`config.mk`:
```
export PLATFORM = sky130hd
export DESIGN_NAME = reg_access_ctrl
export DESIGN_NICKNAME = d
export VERILOG_FILES = /design/src/rtl/switch_reg_pkg.sv /design/src/rtl/reg_access_ctrl.sv
export SDC_FILE = /design/constraint.sdc
export NUM_CORES = 1
export LEC_CHECK = 0
export CORE_MARGIN = 1
export CORE_UTILIZATION = 36
export CTS_BUF_LIST = sky130_fd_sc_hd__clkbuf_2
export DETAILED_ROUTE_END_ITERATION = 10
export HOLD_SLACK_MARGIN = 0.12
export PLACE_DENSITY = 0.78
export SYNTH_ARGS = -nofsm -noshare
export SYNTH_HDL_FRONTEND = slang
export SYNTH_SLANG_ARGS = --single-unit
```
`constraint.sdc`:
```
create_clock -name clk -period 2.14 [get_ports clk]
set_clock_uncertainty 0.1 [all_clocks]
set_input_delay 0.214 -clock clk [delete_from_list [all_inputs] [get_ports clk]]
set_output_delay 0.214 -clock clk [all_outputs]
set_load 0.1 [all_outputs]
```
`src/rtl/switch_reg_pkg.sv`:
```
// Shared types and helpers for the switch register access path.
//   state_e    : register access controller FSM states
//   port_slice : extracts one decoder's read-data slice from a flattened bus
package switch_reg_pkg;

    // Upper bounds for the flattened read-data bus handled by port_slice.
    localparam int unsigned MAX_BUS_W  = 1024;
    localparam int unsigned MAX_DATA_W = 64;

    typedef enum logic [1:0] {
        IDLE   = 2'd0,
        ACCESS = 2'd1,
        RESP   = 2'd2
    } state_e;

    // Returns slice idx of a bus built from width-bit fields; caller truncates.
    function automatic logic [MAX_DATA_W-1:0] port_slice(
        input logic [MAX_BUS_W-1:0] bus,
        input int unsigned          idx,
        input int unsigned          width
    );
        logic [MAX_BUS_W-1:0] shifted;
        shifted = bus >> (idx * width);
        return shifted[MAX_DATA_W-1:0];
    endfunction

endpackage

```
`src/rtl/reg_access_ctrl.sv`:
```
// Host-side master for the per-port register decoders on the select bus.
// Accepts one request at a time, drives sel_en/wr_rd_s/addr/wdata to all
// decoders, waits for the addressed decoder's ack (bounded by a timeout) and
// returns read data or an error on the response channel.
// Ports:
//   clk, rst_n                 : clock, async active-low reset
//   req_valid/req_ready        : request handshake (req_ready = state is IDLE)
//   req_wr/req_addr/req_wdata  : request payload
//   rsp_valid/rsp_ready        : response handshake
//   rsp_rdata/rsp_err          : response payload
//   sel_en/wr_rd_s/addr/wdata  : shared decoder select bus
//   ack_in/rd_data_in          : per-decoder ack and read data
module reg_access_ctrl
    import switch_reg_pkg::*;
#(
    parameter int unsigned NUM_OF_PORTS   = 4,
    parameter int unsigned W_WIDTH        = 8,
    parameter int unsigned TIMEOUT_CYCLES = 16
) (
    input  logic                            clk,
    input  logic                            rst_n,
    input  logic                            req_valid,
    output logic                            req_ready,
    input  logic                            req_wr,
    input  logic [$clog2(NUM_OF_PORTS)-1:0] req_addr,
    input  logic [W_WIDTH-1:0]              req_wdata,
    output logic                            rsp_valid,
    input  logic                            rsp_ready,
    output logic [W_WIDTH-1:0]              rsp_rdata,
    output logic                            rsp_err,
    output logic                            sel_en,
    output logic                            wr_rd_s,
    output logic [$clog2(NUM_OF_PORTS)-1:0] addr,
    output logic [W_WIDTH-1:0]              wdata,
    input  logic [NUM_OF_PORTS-1:0]         ack_in,
    input  logic [NUM_OF_PORTS*W_WIDTH-1:0] rd_data_in
);

    localparam int unsigned AW = $clog2(NUM_OF_PORTS);
    localparam int unsigned CW = $clog2(TIMEOUT_CYCLES);
    localparam logic [CW-1:0] CNT_LAST = CW'(TIMEOUT_CYCLES - 1);

    state_e             state_q, state_d;
    logic [CW-1:0]      cnt_q, cnt_d;
    logic               sel_en_q, sel_en_d;
    logic               wr_rd_s_q, wr_rd_s_d;
    logic [AW-1:0]      addr_q, addr_d;
    logic [W_WIDTH-1:0] wdata_q, wdata_d;
    logic               rsp_valid_q, rsp_valid_d;
    logic [W_WIDTH-1:0] rsp_rdata_q, rsp_rdata_d;
    logic               rsp_err_q, rsp_err_d;

    logic [NUM_OF_PORTS-1:0] ack_shift;
    logic                    ack_sel;
    logic [W_WIDTH-1:0]      rd_slice;
    logic                    addr_out_of_range;

    // Ack and read data of the currently addressed decoder; shift keeps the
    // select in range for non-power-of-2 port counts.
    assign ack_shift = ack_in >> addr_q;
    assign ack_sel   = ack_shift[0];
    assign rd_slice  = W_WIDTH'(port_slice(MAX_BUS_W'(rd_data_in), 32'(addr_q), W_WIDTH));

    assign addr_out_of_range = (32'(req_addr) >= NUM_OF_PORTS);

    // Next-state and registered-output logic.
    always_comb begin
        state_d     = state_q;
        cnt_d       = cnt_q;
        sel_en_d    = sel_en_q;
        wr_rd_s_d   = wr_rd_s_q;
        addr_d      = addr_q;
        wdata_d     = wdata_q;
        rsp_valid_d = rsp_valid_q;
        rsp_rdata_d = rsp_rdata_q;
        rsp_err_d   = rsp_err_q;

        unique case (state_q)
            IDLE: begin
                if (req_valid) begin
                    wr_rd_s_d = req_wr;
                    addr_d    = req_addr;
                    wdata_d   = req_wdata;
                    if (addr_out_of_range) begin
                        rsp_valid_d = 1'b1;
                        rsp_err_d   = 1'b1;
                        rsp_rdata_d = '0;
                        state_d     = RESP;
                    end else begin
                        sel_en_d = 1'b1;
                        cnt_d    = '0;
                        state_d  = ACCESS;
                    end
                end
            end
            ACCESS: begin
                if (ack_sel) begin
                    rsp_rdata_d = wr_rd_s_q ? '0 : rd_slice;
                    rsp_err_d   = 1'b0;
                    rsp_valid_d = 1'b1;
                    sel_en_d    = 1'b0;
                    state_d     = RESP;
                end else if (cnt_q == CNT_LAST) begin
                    rsp_rdata_d = '0;
                    rsp_err_d   = 1'b1;
                    rsp_valid_d = 1'b1;
                    sel_en_d    = 1'b0;
                    state_d     = RESP;
                end else if (cnt_q != '1) begin
                    cnt_d = cnt_q + CW'(1);
                end
            end
            RESP: begin
                sel_en_d = 1'b0;
                if (rsp_ready) begin
                    rsp_valid_d = 1'b0;
                    state_d     = IDLE;
                end
            end
            default: begin
                sel_en_d    = 1'b0;
                rsp_valid_d = 1'b0;
                state_d     = IDLE;
            end
        endcase
    end

    // State and output registers.
    always_ff @(posedge clk or negedge rst_n) begin
        if (!rst_n) begin
            state_q     <= IDLE;
            cnt_q       <= '0;
            sel_en_q    <= 1'b0;
            wr_rd_s_q   <= 1'b0;
            addr_q      <= '0;
            wdata_q     <= '0;
            rsp_valid_q <= 1'b0;
            rsp_rdata_q <= '0;
            rsp_err_q   <= 1'b0;
        end else begin
            state_q     <= state_d;
            cnt_q       <= cnt_d;
            sel_en_q    <= sel_en_d;
            wr_rd_s_q   <= wr_rd_s_d;
            addr_q      <= addr_d;
            wdata_q     <= wdata_d;
            rsp_valid_q <= rsp_valid_d;
            rsp_rdata_q <= rsp_rdata_d;
            rsp_err_q   <= rsp_err_d;
        end
    end

    assign req_ready = (state_q == IDLE);
    assign rsp_valid = rsp_valid_q;
    assign rsp_rdata = rsp_rdata_q;
    assign rsp_err   = rsp_err_q;
    assign sel_en    = sel_en_q;
    assign wr_rd_s   = wr_rd_s_q;
    assign addr      = addr_q;
    assign wdata     = wdata_q;

endmodule

```
==> metrics.cfg, run 1 <==
[status]
outcome=completed

[detailed_routing]
wl_per_cell_um=16.5
ant_nets=0
via_per_inst=5.26
first_pass_iters=5
vias=1153
drtIter0Drc=71
drc=0
drt_wl_total_um=3610

[timing]
finalSetupViolations=0
period_needed_ps=1900
hold_viol=0
post-route-period-util_pct=88.8
fmax_ghz=0.526
worst_pin_slew_ps=630
maxSlewViolCount=0
max_slew_margin_pct=57.9
rsz0062_at_grt=no

[critical_path]
max_stage_delay_ps=580
rr_worst_depth=4
required_ps=2350
endpoint_kind=register
crit_chain=mux4_2 -> nand2b_1 -> nand2_1 -> a22o_1
criticalPathCategory=register to register
crit_arrival_ps=2110
slowest_stage=mux4_2
critPathMaxFanout=10
rr_startpoint=addr[0]$_DFFE_PN0P_
worstReg2RegEnd=rsp_rdata[2]$_DFFE_PN0P_
ff2ff_setup_slack_ps=240
path_buf_inv=0
critical_path.top_delay_family=multiplexers
startpoint_type=register

[clock_network]
htree_num_levels=1
clock_sinks=28
clk_pin_slew_worst_paths_ps=250
clockRootBuffer=clkbuf_2
cts_hold_buf=1
cts_buffer_depth=2
clk_latency_ps=350
cts_setup_buffers=0
cts_buffers=3
ctsResizeCount=0
tritoncts=yes

[placement]
place.port_buffers=73
dp_cells=215
gp_congestion=0.788
hpwl_um=2700

[floorplanning]
die_y_um=63.2
die_w_um=63.2
core_sq_um=3470
ioPinCount=74
rows=21
die_area_sq_um=4000
start_util_pct=38.9

[cells_and_area]
flow.area_growth_from_synthesis_pct=57.0
finalNonFillerCells=219
drive_above_1_share_pct=25.4
diodes=0
fin_nets=227

[logic_synthesis]
synth_top_family_by_area=multiplexers
ys_ff_latch=28
synth-compound-area-share_pct=11.0
syn_nets=149
yosys_warnings=0
yosys.area_share.simple_pct=7.05
synthMuxAreaShare_pct=26.4
synth_cell_type_count=24
avgSynthCellArea_sq_um=13.9
syn_area_sq_um=1350
synthesis.instances=97
synth_xor_area_share_pct=0
yosys.area_share.adder_pct=0.928
ys_seq_area_share_pct=51.9

[grt]
globalRouteOverflowTotal=0
track_usage_pct=19.2
antenna_found_initial=0
grt_pass1_vias=1161
grt_pass1_wl_um=5860
grt_max_degree=29

[worst_hold_path]
holdPathEnd=state_q[1]$_DFFE_PN0P_
hold-path-cell-count=2
holdCritStartpoint=rsp_ready
hold_path.class=primary input to register

[flow_run]
maxCapViolations=0

metal layers:
layer  track usage, %  wire [um]  share of wire [%]  vias up
met3             3.62        267                7.4        4
met5                0          0                  0        -
met1             25.3       1610                 45      555
met2             31.2       1680                 47       61
li1                 -          -                  -      533
met4             7.39         53                1.5        0
Yosys cell counts:
library cell	count	area (sq um)
a211oi_1	1	7.51
a21oi_1	4	20.0
a22o_1	8	70.1
a32o_1	1	10.0
and3_1	1	6.26
buf_2	1	5.00
buf_6	1	11.3
clkbuf_1	2	7.51
dfrtp_1	28	701
ha_1	1	12.5
inv_1	3	11.3
mux2_2	11	124
mux4_1	8	210
mux4_2	1	22.5
nand2_1	5	18.8
nand2b_1	2	12.5
nand3_1	5	25.0
nor2_1	4	15.0
nor2b_1	1	6.26
nor3_1	1	5.00
o21ai_0	5	25.0
o311ai_0	1	8.76
o31ai_1	1	7.51
or3_1	1	6.26
cell usage in the layout, fill, tap and decap left out:
| cell type | n |
|---|---|
| clkdlybuf4s50_1 | 50 |
| dfrtp_1 | 26 |
| buf_4 | 26 |
| mux2_2 | 11 |
| mux4_1 | 8 |
| a22o_1 | 8 |
| nand2_1 | 5 |
| nand3_1 | 5 |
| o21ai_0 | 5 |
| a21oi_1 | 4 |
| nor2_1 | 3 |
| inv_1 | 3 |
| clkbuf_2 | 3 |
| nand2b_1 | 2 |
| dfrtp_4 | 2 |
| nor2_4 | 1 |
| mux4_2 | 1 |
| nor2b_1 | 1 |
| and3_1 | 1 |
| or3_1 | 1 |
| nor3_1 | 1 |
| o311ai_0 | 1 |
| o31ai_1 | 1 |
| a32o_1 | 1 |
| a211oi_1 | 1 |
| ha_1 | 1 |
| dlygate4sd3_1 | 1 |
worst reg2reg max path, stage by stage (launching register included):
cell,delay (ps)
dfrtp_4,470
mux4_2,580
nand2b_1,190
nand2_1,300
a22o_1,220
worst max path at each step:
stage | cells past startpoint | slack (ps) | startpoint | endpoint
after global routing | 4 | 160 | addr[0]$_DFFE_PN0P_ | rsp_rdata[7]$_DFFE_PN0P_
after CTS | 3 | 240 | addr[0]$_DFFE_PN0P_ | cnt_q[3]$_DFFE_PN0P_
after global placement | 4 | 120 | ack_in[3] | cnt_q[3]$_DFFE_PN0P_
after floorplan | 5 | -90 | addr[0]$_DFFE_PN0P_ | cnt_q[3]$_DFFE_PN0P_
after detailed placement | 4 | 70 | ack_in[3] | cnt_q[3]$_DFFE_PN0P_
final | 4 | 240 | addr[0]$_DFFE_PN0P_ | rsp_rdata[2]$_DFFE_PN0P_
per-stage QoR:
step / hold WS [ps] / utilization [%] / area [sq um] / setup TNS (ps) / worst slack, ps
2_1_floorplan: -182 / - / 1360 / -130 / -86.0
3_5_place_dp: 391 / 60.4 / 2090 / 0 / 68.1
5_1_grt: 290 / 61.1 / 2120 / 0 / 157
6_report: 317 / 61.1 / 2120 / 0 / 239
4_1_cts: 319 / 61.1 / 2120 / 0 / 237
3_3_place_gp: 384 / 60.4 / 2090 / 0 / 119
registers in the layout (all words and copies together), names as in the netlist:
register,count
addr,2
rsp_rdata,8
wr_rd_s,1
sel_en,1
wdata,8
rsp_valid,1
cnt_q,4
state_q,2
rsp_err,1
cell type report:
cell class | instances | area (sq um)
multi-input cells | 62 | 621
clock buffers | 3 | 15.0
well taps | 46 | 57.6
fillers | 294 | 1350
repair buffers | 77 | 706
inverters | 3 | 11.3
flip-flops and latches | 28 | 708
cell families (layout without fill, tap and decap cells):
family,Yosys count,count (layout)
AO/OA/AOI/OAI,21,21
adder cells (fa/ha/maj),1,1
buffers and inverters,7,83
flip-flops,28,28
multiplexers,20,20
AND/OR/NAND/NOR,20,20
Power of run 1 is left out: the tool's default activity adds up to more than one toggle a clock period on the data nets, which glitch-free logic cannot reach.
==> inputs of run 2 (changes only) <==
CORE_UTILIZATION = 43   (was 36)
PLACE_DENSITY = 0.88   (was 0.78)
clock period = 2.29 ns   (was 2.14 ns; I/O delays follow)
==> metrics.cfg, run 2 (synthesis gave the netlist of run 1 again) <==
[status]
outcome=finished, violations left
violations=DRC

[timing]
fmax_ghz=0.480  ; -8.8%
tns_ps=0  ; unchanged
hold_viol=0  ; unchanged
worst_pin_slew_ps=636  ; +5.81 ps
post-route-period-util_pct=91.0  ; +2.2 points
finalSetupViolations=0  ; unchanged
maxSlewViolCount=0  ; unchanged
period_needed_ps=2080  ; +183 ps
max_slew_margin_pct=57.5  ; -0.39 points
rsz0062_at_grt=no

[cells_and_area]
multiInputGateArea_sq_um=621  ; unchanged
stdcell_area_sq_um=2100  ; -1.1%
area.sequential_sq_um=708  ; unchanged
finalNonFillerCells=204  ; -6.8%
drive_above_1_share_pct=24.9  ; -0.58 points
final_common_cell=clkdlybuf4s50_1
n_fill_cell=210  ; -29%
fin_nets=226  ; -0.44%
final_cell_mix=clkdlybuf4s50_1, dfrtp_1, buf_4
flow.area_growth_from_synthesis_pct=55.4
diodes=0  ; unchanged
final_util_pct=73.5  ; +12 points

[critical_path]
endpoint_kind=register
slowest_stage=mux4_2
criticalPathCategory=register to register
critical_path.top_delay_family=multiplexers
crit_chain=mux4_2 -> or3_1 -> a32o_1
required_ps=2500  ; +150 ps
critPathMaxFanout=11  ; +1
crit_arrival_ps=2290  ; +180 ps
max_stage_delay_ps=610  ; +30 ps
startpoint_type=register
ff2ff_setup_slack_ps=210  ; -30 ps
path_buf_inv=0  ; unchanged

[clock_network]
clk_latency_ps=380  ; +30 ps
cts_buffers=3  ; unchanged
htree_num_levels=1  ; unchanged
cts_buffer_depth=2  ; unchanged
clock_sinks=28  ; unchanged
clk_pin_slew_worst_paths_ps=250  ; about the same
clockRootBuffer=clkbuf_2
tritoncts=yes

[grt]
grt_max_degree=17  ; -41%
antenna_found_initial=0  ; unchanged
use_met2_pct=42.5  ; +11 points
grt_use_met1_pct=25.9  ; +0.56 points
track_usage_pct=22.9  ; +3.7 points
top_usage_layer=met2
grtUsageMet3_pct=3.79  ; +0.17 points
grt_pass1_wl_um=5580  ; -4.7%
globalRouteOverflowTotal=0  ; unchanged
grt_pass1_vias=1172  ; +0.95%

[floorplanning]
rows=19  ; -9.5%
die_area_sq_um=3360  ; -16%
ioPinCount=74  ; unchanged
die_w_um=58.0  ; -8.2%
core_sq_um=2850  ; -18%
die_y_um=58.0  ; -8.2%
start_util_pct=47.3  ; +8.4 points

[detailed_routing]
first_pass_iters=7  ; +2
via_per_inst=5.76  ; +9.5%
drt_wl_total_um=3710  ; +2.7%
drc=3  ; +3
ant_nets=0  ; unchanged
drtIter0Drc=42  ; -41%
wl_per_cell_um=18.2  ; +10%
vias=1176  ; +2.0%

[placement]
hpwl_um=2950  ; +9.1%
dp_cells=199  ; -7.4%
gp_congestion=0.826  ; +4.8%
place.port_buffers=73  ; unchanged
place_area_sq_um=2070  ; -1.3%

[worst_hold_path]
hold_path.class=primary input to register

[flow_run]
maxCapViolations=0  ; unchanged

-- run 2: through the flow --
step                      setup WS, ps  hold WS (ps)
after floorplan                   27.0          -167
after global placement             228           392
after detailed placement           188           394
after CTS                          223           313
after global routing               184           291
final                              206           322
-- run 2: final timing paths --
path / startpoint / to / cells after the start
max: addr[0]$_DFFE_PN0P_ / cnt_q[3]$_DFFE_PN0P_ / 3
min: rsp_ready / state_q[1]$_DFFE_PN0P_ / 2
max reg2reg: addr[0]$_DFFE_PN0P_ / cnt_q[3]$_DFFE_PN0P_ / 3
min reg2reg: rsp_rdata[1]$_DFFE_PN0P_ / rsp_rdata[1]$_DFFE_PN0P_ / 1
max in group asynchronous: rst_n / addr[0]$_DFFE_PN0P_ / 3
min in group asynchronous: rst_n / rsp_rdata[5]$_DFFE_PN0P_ / 2
-- run 2: what timing repair did --
action | in CTS | in global routing
buffers inserted | 0 | 0
setup endpoints to repair | 0 | 0
resized for setup | 0 | 0
hold buffers | 1 | 0
hold endpoints to repair | 7 | 0
-- run 2: final cells by class --
class / instances / share of cell area, %
sequential: 28 / 33.8
timing repair buffer: 76 / 33.3
clock inverter: 1 / 0.179
inverter: 3 / 0.537
clock buffer: 3 / 0.716
tap: 31 / 1.85
multi-input combinational: 62 / 29.6
-- run 2: per-layer routing --
| layer | vias up | share of wire [%] |
|---|---|---|
| li1 | 527 | - |
| met1 | 585 | 37 |
| met2 | 55 | 55 |
| met3 | 9 | 5.8 |
| met4 | 0 | 2.2 |
| met5 | - | 0 |
Power of run 2 is left out for the same reason.
